File: config.mk
export PLATFORM = sky130hd
export DESIGN_NAME = uart_telemetry_tx
export DESIGN_NICKNAME = d
export VERILOG_FILES = /design/src/rtl/uart_telemetry_tx.sv
export SDC_FILE = /design/constraint.sdc
export NUM_CORES = 1
export LEC_CHECK = 0
export BUFFER_PORTS_ARGS = -buffer_cell sky130_fd_sc_hd__buf_2
export CAP_MARGIN = 20
export CORE_MARGIN = 1.5
export CORE_UTILIZATION = 60
export CTS_BUF_LIST = sky130_fd_sc_hd__clkbuf_4
export CTS_CLUSTER_DIAMETER = 50
export DETAILED_ROUTE_END_ITERATION = 8
export PLACE_DENSITY = 0.83
export SLEW_MARGIN = 5
export SYNTH_ARGS = -nofsm -noshare
export SYNTH_HDL_FRONTEND = slang
export SYNTH_SLANG_ARGS = --single-unit
File: constraint.sdc
create_clock -name clk -period 6.3 [get_ports clk]
set_clock_uncertainty 0.1 [all_clocks]
set_input_delay 0.945 -clock clk [delete_from_list [all_inputs] [get_ports clk]]
set_output_delay 0.945 -clock clk [all_outputs]
set_load 0.01 [all_outputs]
File: src/rtl/uart_telemetry_tx.sv
// uart_telemetry_tx
// Measures frames per window from frame_done and, once per window, sends a
// 6-byte status packet to the host through the uart_transmitter
// wr/busy/dat handshake.
//
// Packet: SYNC, seq, fps[15:8], fps[7:0], status, xor checksum.
// status = {5'b0, dropped, sat, caster_ready}
//
// state | meaning
// ------+-----------------------------------------------------------
// IDLE  | no packet in flight; a tick freezes a snapshot into pkt_buf
// LOAD  | current byte presented, waiting for transmitter not busy
// START | write strobe high for this single cycle
// ACK   | waiting for transmitter to raise busy
// DONE  | waiting for busy to drop; then next byte or back to IDLE
module uart_telemetry_tx #(
    parameter int unsigned CLK_HZ    = 50_000_000,
    parameter logic [7:0]  SYNC_BYTE = 8'hA5
) (
    input  logic       clk,
    input  logic       rst,
    input  logic       frame_done,
    input  logic       caster_ready,
    input  logic       uart_tx_busy,
    output logic       uart_tx_start,
    output logic [7:0] uart_tx_byte,
    output logic       overrun
);

    localparam int unsigned      WIN_W    = $clog2(CLK_HZ);
    localparam logic [WIN_W-1:0] WIN_LAST = WIN_W'(CLK_HZ - 1);

    typedef enum logic [2:0] {
        ST_IDLE,
        ST_LOAD,
        ST_START,
        ST_ACK,
        ST_DONE
    } state_t;

    state_t           state;
    logic [WIN_W-1:0] win_left;
    logic             tick;
    logic [15:0]      frame_ctr;
    logic             sat_flag;
    logic             frame_full;
    logic [15:0]      fps_now;
    logic             sat_now;
    logic [7:0]       seq;
    logic             dropped;
    logic [2:0]       idx;
    logic [47:0]      pkt_buf;
    logic [7:0]       snap_status;
    logic [7:0]       snap_chk;

    // The window timer counts down the cycles left in the window; the
    // cycle it reads zero is the window's last cycle (tick).
    assign tick = (win_left == '0);

    // Window timer: reload at terminal count.
    always_ff @(posedge clk or negedge rst) begin
        if (!rst) begin
            win_left <= WIN_LAST;
        end else if (tick) begin
            win_left <= WIN_LAST;
        end else begin
            win_left <= win_left - 1'b1;
        end
    end

    assign frame_full = (frame_ctr == 16'hFFFF);

    // Snapshot values include a frame_done arriving in the tick cycle itself.
    // sat marks that at least one frame could not be counted this window.
    always_comb begin
        fps_now = frame_ctr;
        sat_now = sat_flag;
        if (frame_done) begin
            if (frame_full) begin
                sat_now = 1'b1;
            end else begin
                fps_now = frame_ctr + 16'd1;
            end
        end
    end

    // Per-window frame counter with saturation; restarts on every tick.
    always_ff @(posedge clk or negedge rst) begin
        if (!rst) begin
            frame_ctr <= 16'd0;
            sat_flag  <= 1'b0;
        end else if (tick) begin
            frame_ctr <= 16'd0;
            sat_flag  <= 1'b0;
        end else begin
            frame_ctr <= fps_now;
            sat_flag  <= sat_now;
        end
    end

    // Status byte and checksum of the packet that would be frozen this cycle.
    always_comb begin
        snap_status = {5'b0, dropped, sat_now, caster_ready};
        snap_chk    = SYNC_BYTE ^ seq ^ fps_now[15:8] ^ fps_now[7:0] ^ snap_status;
    end

    // Packet sequencer. pkt_buf shifts left one byte per completed byte so
    // its top byte is always the one being sent. The dropped flag is cleared
    // when it is copied into a snapshot, so a drop that happens while that
    // very packet is in flight still reaches the following packet.
    always_ff @(posedge clk or negedge rst) begin
        if (!rst) begin
            state         <= ST_IDLE;
            idx           <= 3'd0;
            seq           <= 8'd0;
            dropped       <= 1'b0;
            overrun       <= 1'b0;
            pkt_buf       <= 48'd0;
            uart_tx_start <= 1'b0;
            uart_tx_byte  <= 8'd0;
        end else begin
            uart_tx_start <= 1'b0;
            if (tick && (state != ST_IDLE)) begin
                dropped <= 1'b1;
                overrun <= 1'b1;
            end
            case (state)
                ST_IDLE: begin
                    uart_tx_byte <= 8'd0;
                    if (tick) begin
                        pkt_buf      <= {SYNC_BYTE, seq, fps_now, snap_status, snap_chk};
                        uart_tx_byte <= SYNC_BYTE;
                        idx          <= 3'd0;
                        dropped      <= 1'b0;
                        state        <= ST_LOAD;
                    end
                end
                ST_LOAD: begin
                    if (!uart_tx_busy) begin
                        uart_tx_start <= 1'b1;
                        state         <= ST_START;
                    end
                end
                ST_START: begin
                    state <= ST_ACK;
                end
                ST_ACK: begin
                    if (uart_tx_busy) begin
                        state <= ST_DONE;
                    end
                end
                ST_DONE: begin
                    if (!uart_tx_busy) begin
                        if (idx == 3'd5) begin
                            seq          <= seq + 8'd1;
                            uart_tx_byte <= 8'd0;
                            state        <= ST_IDLE;
                        end else begin
                            idx          <= idx + 3'd1;
                            pkt_buf      <= {pkt_buf[39:0], 8'd0};
                            uart_tx_byte <= pkt_buf[39:32];
                            state        <= ST_LOAD;
                        end
                    end
                end
                default: begin
                    state <= ST_IDLE;
                end
            endcase
        end
    end

endmodule
After elaboration in Yosys (flattened, before gate mapping)
Index checks and enable logic that the tools add are counted.
Widths: inputs -> output; s select.
{"block": "word_totals", "ff_bits": 108, "latch_bits": 0, "ram_bits": 0, "mem_bits_ro": 0, "output_inout_bits": 10, "memories": 0}
{"block": "classes", "add_sub_neg": 4, "n_mul": 0, "n_div": 0, "order_cmp": 0, "eq_ne": 11, "shifts": 0, "muxes": 30, "bitwise_logic": 5, "n_reduce_logical": 9}
{"op": "$mux 40", "count": 3}
{"op": "$pmux 40 s2", "count": 1}
{"op": "$mux 16", "count": 3}
{"op": "$logic_not 26->1", "count": 1}
{"op": "$mux 26", "count": 1}
{"op": "$sub 26x1->26 const B", "count": 1}
{"op": "$mux 8", "count": 3}
{"op": "$mux 3", "count": 7}
{"op": "$add 16x1->16 const B", "count": 1}
{"op": "$eq 16x16->1 const B", "count": 1}
{"op": "$pmux 8 s2", "count": 1}
{"op": "$xor 8x8->8", "count": 2}
{"op": "$pmux 3 s5", "count": 1}
{"op": "$ne 2x2->1 const B", "count": 5}
{"op": "$mux 1", "count": 9}
{"op": "$add 8x1->8 const B", "count": 1}
{"op": "$reduce_and 4->1", "count": 2}
{"op": "$xor 8x3->8", "count": 1}
{"op": "$eq 3x2->1 const B", "count": 2}
{"op": "$eq 3x3->1 const B", "count": 2}
{"op": "$pmux 3 s2", "count": 1}
{"op": "$not 4->4", "count": 1}
{"op": "$add 3x1->3 const B", "count": 1}
{"op": "$eq 3x1->1 const B", "count": 1}
{"op": "7 further kinds", "count": 7}

Logic depth before layout (Yosys ltp)
Gate-level depths: netlist of run 1.
{"block": "logic_depth", "word_depth": 8, "ltp_mapped": 9, "ltp_nobuf": 8}

Worst setup path after synthesis of run 1
OpenSTA, ideal clock, no wires.
{"block": "synth_path", "path_kind": "input to register", "startpoint": "input frame_done", "endpoint": "register pkt_buf[6]", "setup_ns": 0.122, "arrival_time_ns": 2.345, "required_time_ns": 6.078, "path_slack_ns": 3.733, "stages": 6, "path_cell_list": "inv_1 > nor4_1 > nand3_1 > mux2_2 > xnor3_1 > a32o_1"}
{"block": "synth_between", "elab_chain_cells": 6}
{"item": "from (decl)", "line_no": "22", "rtl": "input logic frame_done,"}
{"item": "$mux 16 (*)", "line_no": "78", "rtl": "if (frame_done) begin"}
{"item": "$xor 8x8->8", "line_no": "104", "rtl": "snap_chk = SYNC_BYTE ^ seq ^ fps_now[15:8] ^ fps_now[7:0] ^ snap_status;"}
{"item": "$xor 8x8->8 (*)", "line_no": "104"}
{"item": "$xor 8x3->8 (*)", "line_no": "104"}
{"item": "$mux 40 (*)", "line_no": "130", "rtl": "if (tick) begin"}
{"item": "$pmux 40 s2 (*)", "line_no": "127", "rtl": "case (state)"}
{"item": "to (signal assigned)", "line_no": "131", "rtl": "pkt_buf <= {SYNC_BYTE, seq, fps_now, snap_status, snap_chk};"}
{"item": "to (signal assigned)", "line_no": "160", "rtl": "pkt_buf <= {pkt_buf[39:0], 8'd0};"}
{"item": "to (decl)", "line_no": "52", "rtl": "logic [47:0] pkt_buf;"}
Mark *: on every way between the ends. The rest lies on a longest branch, timed or not. The select of a mux whose other input is x is not followed.
A chain may end at the register's enable or synchronous reset.

Final worst setup path of run 1
{"block": "layout_path", "startpoint": "register win_left[0]", "endpoint": "register idx[0]"}
{"block": "layout_between", "elab_chain_cells": 3}
{"item": "from (decl)", "line_no": "42", "rtl": "logic [WIN_W-1:0] win_left;"}
{"item": "from (signal assigned)", "line_no": "67", "rtl": "win_left <= win_left - 1'b1;"}
{"item": "$logic_not 26->1", "line_no": "58", "rtl": "assign tick = (win_left == '0);"}
{"item": "$ne 2x2->1 (no source line)"}
{"item": "$reduce_and 4->1 (no source line)"}
{"item": "to (signal assigned)", "line_no": "159", "rtl": "idx <= idx + 3'd1;"}
{"item": "to (decl)", "line_no": "51", "rtl": "logic [2:0] idx;"}
Every way passes these cells.

==> key figures, run 1 <==
Floorplan
  – DIE AREA: 9514 sq um
  – Total core area: 8678 sq um
  – Die Wd: 97.54 microns
  – Rows: 34
  – Die height: 97.54 microns
  – # IOs: 15
  – Starting Density: 61.79%

Clock tree
  – Clk pin slew, worst setup/hold paths: 160 ps
  – Clock sinks: 108
  – Hold_buf cts: 0
  – TritonCTS buffer count: 9
  – PostCTS Resize Cnt: 0
  – Longest Clk Path Bufs: 2
  – Setup bufs post-CTS: 0
  – Root buffer cell: clkbuf_4
  – CTS tree: done
  – Skew-Pair Late Insertion Delay: 450 ps
  – Htree depth: 3

Detailed routing
  – Post-route DRC: 0
  – Routed vias: 3,745
  – Initial DRC Count: 184
  – Average wire per standard cell: 16.81 microns
  – Post-route ant nets: 0
  – Vias per Instance: 5.926
  – TritonRoute pass-1 iters: 4
  – WL final: 10,620 microns

Placed design
  – Gp weighted congestion: 0.8916
  – Port-buffer cells: 14
  – Post-detail-place hpwl: 7463 microns

STA
  – Final setup fails: 0
  – Final min period: 2975 ps
  – Hold_ws: 377.8 ps
  – Fin crit share: 47.22%
  – Max Fclk: 336.1 MHz
  – Max-slew violations: 0
  – RSZ-0062 raised after global routing: false
  – Worst Tran Pin Value: 1023 ps
  – Fin Setup TNS: 0 ps
  – Final Hold Viols: 0
  – Slew headroom: 31.79%

Worst setup path
  – Worst flop-to-flop path startpoint: win_left[0]
  – Crit path kind: reg -> reg
  – Crit end category: flip-flop
  – Crit path DAT: 3230 ps
  – Worst Setup SP: win_left[0]
  – Crit Path Max Fanout: 58
  – R2R Setup Slk: 3330 ps
  – CP Data Required Time: 6550 ps
  – Worst Setup EP: idx[0]
  – Worst setup SP type: flip-flop
  – R2R depth: 9
  – Worst R2R End: idx[0]

Layout
  – Share of cells above drive strength 1: 15.65%
  – Multi-input logic area: 2526 sq um
  – Fillcell total: 671
  – Area grow syn2layout: 5.740%
  – Reg area: 2725 sq um
  – Post-layout utilization of the core: 65.34%
  – Ant diodes: 0
  – Final #Nets: 530

Power
  – Power density over the cells: 277.1 nW/um^2
  – Peak VDD IR: 0.0001448 V
  – Power Total: 1571 uW
  – Static leakage: 0.002484 uW

Yosys
  – Synth Area per Inst: 10.51 sq um
  – Syn Nets: 521
  – Synth Warn #: 0
  – Mapped Cells: 510
  – Netlist Area Pre-Place: 5363 sq um
  – Synth unique cells: 60
  – Synth Flop Type: dfrtp_1
  – Async set or reset register ratio after synthesis: 100.0%
  – EDFF count, synth: 0
  – Seq cells post-synth: 108
  – Post-synthesis sequential area ratio: 50.82%

Global route
  – GRT met3 Usage: 4.820%
  – Initial antenna violation count: 0
  – Number of global-route vias before repair: 3,760
  – Met1 Track Usage GR: 31.58%
  – GRT Util Overall: 24.00%
  – First-pass GRT wire length: 18,240 microns
  – Largest net degree at the start of global routing: 63
  – Grt ovf: 0
  – GRT Max-Usage Layer: met2
  – Met2 Usage GRT: 41.35%

Status
  – Status: completed

Worst hold path
  – Worst hold path class: reg -> reg

Run
  – Max cap viols: 0
[sequential cells by signal, summed over array words and instances (netlist names), 3 cells and up, named ones only]
name / count
state: 3
pkt_buf: 40
frame_ctr: 16
seq: 8
idx: 3
uart_tx_byte: 8
win_left: 26
[critical path, stage by stage, from the launching register on]
cell and delay [ps]:
dfstp_2 570, inv_1 60, ha_1 180, or4b_1 200, nor4_4 60, and4b_1 280
o21ai_4 360, buf_4 580, nor2_4 160, mux2_2 310
[per-stage QoR]
stage,setup slack [ps],cells,cell area (sq um)
after detailed placement,3331,616,5508
after global placement,3388,616,5508
after global routing,3118,632,5670
after CTS,3317,632,5670
final,3325,632,5670
after floorplan,3733,510,5363
[logic make-up after synthesis]
family	Yosys count	synth area share [%]
AOI/OAI and AO/OA	89	11.46
xor gates and xnor gates	53	9.823
muxes	21	4.270
buffers and inverters	26	2.216
and+or+nand+nor	207	20.02
adders and majority gates	6	1.400
DFF	108	50.82
[per-layer routing]
layer,vias to the layer above,share of wire (%)
met5,-,0
met4,0,0.98
met3,13,4.0
met2,94,51
met1,1848,44
li1,1790,-
[worst min-delay path by stage]
stage,startpoint,to,slack (ps),depth (start not counted)
after floorplan,win_left[0],win_left[0],330,1
after global placement,win_left[0],win_left[0],340,1
after detailed placement,win_left[0],win_left[0],340,1
after CTS,win_left[0],win_left[0],380,1
after global routing,pkt_buf[5],pkt_buf[13],410,1
final,win_left[0],win_left[0],380,1
[cells in the mapped netlist, drive strengths merged (5+ instances only)]
master | n | area (sq um)
a211oi | 5 | 57.56
a21o | 5 | 37.54
a21oi | 16 | 80.08
a22o | 9 | 78.83
and2 | 8 | 50.05
and3 | 5 | 31.28
buf | 8 | 51.29
clkbuf | 11 | 41.29
dfrtp | 90 | 2252
dfstp | 18 | 473.0
ha | 6 | 75.07
inv | 7 | 26.28
mux2 | 5 | 56.30
mux2i | 16 | 172.7
nand2 | 72 | 270.3
nand2b | 7 | 43.79
nand3 | 17 | 90.09
nand4 | 9 | 75.08
nor2 | 44 | 172.7
nor3 | 13 | 76.33
nor4 | 7 | 73.82
o21ai | 38 | 193.9
or3 | 7 | 43.79
xnor2 | 30 | 262.8
xor2 | 19 | 173.9
[cell usage in the layout (no fill, tap or decap), drive strengths merged, types with 11 or more instances in the layout]
master,count
inv,11
buf,17
dfstp,18
dfrtp,90
nor3,13
nor2,44
xor2,19
mux2i,16
xnor2,30
a21oi,16
nand2,72
nand3,17
o21ai,38
[area by class of cell]
type / instances / area share, %
sequential: 108 / 48.06
multi-input combinational: 376 / 44.55
tap: 108 / 2.383
clock inverter: 7 / 1.677
timing repair buffer: 17 / 1.677
clock buffer: 9 / 1.192
inverter: 7 / 0.4634
[power breakdown]
group / switching [uW] / total [uW] / internal, uW
Combinational: 185 / 328 / 143
Sequential: 88.6 / 857 / 768
Clock: 222 / 386 / 164
Total: 496 / 1570 / 1080
Power figures use the tool's default switching activity.
==> run 2, diff against run 1 <==
- ABC_AREA: not set -> 1
- clock period: 6.3 -> 2.9 ns (I/O delays scaled with it)
==> key figures, run 2 <==
Status
  – Status: completed

Clock tree
  – Htree depth: 3
  – Longest Clk Path Bufs: 2
  – PostCTS Resize Cnt: 0
  – Setup bufs post-CTS: 0
  – CTS tree: done
  – TritonCTS buffer count: 9
  – Clock sinks: 108
  – Clk pin slew, worst setup/hold paths: 170 ps
  – Root buffer cell: clkbuf_4
  – Hold_buf cts: 1
  – Skew-Pair Late Insertion Delay: 460 ps

STA
  – Worst Tran Pin Value: 705.6 ps
  – RSZ-0062 raised after global routing: false
  – Slew headroom: 52.79%
  – Final min period: 2381 ps
  – Fin Setup TNS: 0 ps
  – Final Hold Viols: 0
  – Fin crit share: 82.11%
  – Max Fclk: 420.0 MHz
  – Max-slew violations: 0
  – Final setup fails: 0

Worst setup path
  – Crit path DAT: 2670 ps
  – R2R depth: 11
  – Worst setup SP type: flip-flop
  – Worst Setup SP: win_left[0]
  – Worst flop-to-flop path startpoint: win_left[0]
  – R2R Setup Slk: 520 ps
  – Crit end category: flip-flop
  – Worst R2R End: pkt_buf[37]
  – Worst Setup EP: pkt_buf[37]
  – CP Data Required Time: 3190 ps
  – Crit path kind: reg -> reg
  – Crit Path Max Fanout: 34

Detailed routing
  – Average wire per standard cell: 14.39 microns
  – DR top layer: met4
  – TritonRoute pass-1 iters: 5
  – Post-route DRC: 0
  – Initial DRC Count: 280
  – Routed vias: 4,865
  – Vias per Instance: 5.690
  – Met2 WL post-DR: 5871 microns
  – WL final: 12,300 microns
  – Post-route ant nets: 0
  – Met3 WL: 707 microns
  – Met1 WL: 5457 microns

Yosys
  – Commonest cells in the netlist: 181 x nand2_1, 98 x nor2_1, 90 x dfrtp_1
  – Synth area leaders: dfrtp_1 40%, nand2_1 12%, dfstp_2 8.4%
  – Top cell type by total area after synthesis: dfrtp_1
  – Most common cell in the synthesized netlist: nand2_1
  – Synth Flop Type: dfrtp_1
  – Synth Area per Inst: 7.826 sq um
  – Async set or reset register ratio after synthesis: 100.0%
  – Mapped Cells: 722
  – Yosys top cell area share: 39.86%
  – Netlist Area Pre-Place: 5650 sq um
  – Syn Nets: 733
  – Synth unique cells: 40
  – EDFF count, synth: 0
  – Post-synthesis sequential area ratio: 48.23%
  – Synth Warn #: 0
  – Seq cells post-synth: 108

Layout
  – Final #Nets: 750
  – Ant diodes: 0
  – Area grow syn2layout: 5.890%
  – Commonest non-fill, non-tap cell in the layout: nand2_1
  – Most frequent cells in the layout: 181 x nand2_1, 98 x nor2_1, 90 x dfrtp_1
  – Flip-flop count of the largest register after layout: 40
  – Cell Count, Final, Fillers Out: 855
  – Share of cells above drive strength 1: 12.10%
  – Top reg by flops: pkt_buf
  – Largest regs: pkt_buf (40), win_left (26), frame_ctr (16)

Placed design
  – Placed insts: 838
  – Port-buffer cells: 14
  – Gp weighted congestion: 0.9247
  – Post-detail-place hpwl: 8845 microns

Floorplan
  – Starting Density: 61.44%
  – Total core area: 9196 sq um
  – Rows: 35
  – Die Wd: 100.0 microns
  – # IOs: 15
  – Die height: 100.0 microns
  – DIE AREA: 10,010 sq um

Global route
  – Initial antenna violation count: 0
  – Largest net degree at the start of global routing: 47
  – Grt ovf: 0
  – GRT Util Overall: 26.64%
  – Number of global-route vias before repair: 4,753
  – First-pass GRT wire length: 21,300 microns

Power
  – Peak VDD IR: 0.0003228 V
  – Power density over the cells: 687.8 nW/um^2
  – Static leakage: 0.002917 uW

Run
  – Max cap viols: 0

Worst hold path
  – Worst hold path class: in -> reg
[run 2: how the worst min path moves through the flow]
stage	from	end	slack, ps	cells after the start
after floorplan	rst	async pin	40	0
after detailed placement	rst	uart_tx_byte[2]	360	1
after global routing	uart_tx_busy	uart_tx_start	60	2
final	uart_tx_busy	uart_tx_start	70	2
after global placement	overrun	overrun	340	2
after CTS	uart_tx_busy	uart_tx_start	60	2
[run 2: critical path: stages (launching register included)]
cell and delay, ps:
dfstp_2 420, inv_1 90, ha_1 180, nand4_1 120
nor2_1 160, nand2_2 220, nand2_2 160, nand3_4 70
inv_2 390, buf_4 220, nor2_1 40, a31oi_1 130
[run 2: power by group]
group          leakage [uW]  switching, uW  internal [uW]
sequential          0.00131            206           1820
combinational       0.00154            895            499
clock             0.0000626            504            194
total               0.00292           1600           2510
[run 2: cell families after synthesis]
kind of cell / Yosys count / synth area share, %
AO/OA/AOI/OAI: 114 / 11.23
XOR/XNOR: 20 / 3.100
adder cells (fa/ha/maj): 6 / 1.329
buffers and inverters: 94 / 6.732
flip-flops: 108 / 48.23
AND/OR/NAND/NOR: 380 / 29.38
[run 2: metal layers]
layer | vias up | GRT usage, %
met1 | 2275 | 34.49
met4 | 0 | 9.642
met5 | - | 0
met3 | 29 | 5.292
met2 | 178 | 44.69
li1 | 2383 | -
[run 2: final cells by class]
type / count / area [sq um]
Clock buffer: 10 / 75.07
Clock inverter: 6 / 47.55
Fill cell: 766 / 3213
Inverter: 75 / 281.5
Multi-Input combinational cell: 520 / 2545
Sequential cell: 108 / 2725
Tap cell: 111 / 138.9
Timing Repair Buffer: 25 / 170.2
[run 2: stage by stage]
step | power, uW | hold WS [ps] | worst slack [ps] | util (%) | cell area, sq um
6_report | 4115 | 70.06 | 518.9 | 65.06 | 5983
5_1_grt | 4423 | 61.81 | 243.8 | 65.06 | 5983
4_1_cts | 4133 | 63.16 | 504.9 | 65.06 | 5983
3_5_place_dp | 3441 | 360.0 | 538.6 | 63.62 | 5851
3_3_place_gp | 3370 | 343.4 | 646.8 | 63.62 | 5851
2_1_floorplan | 3092 | 39.41 | 1056 | - | 5650
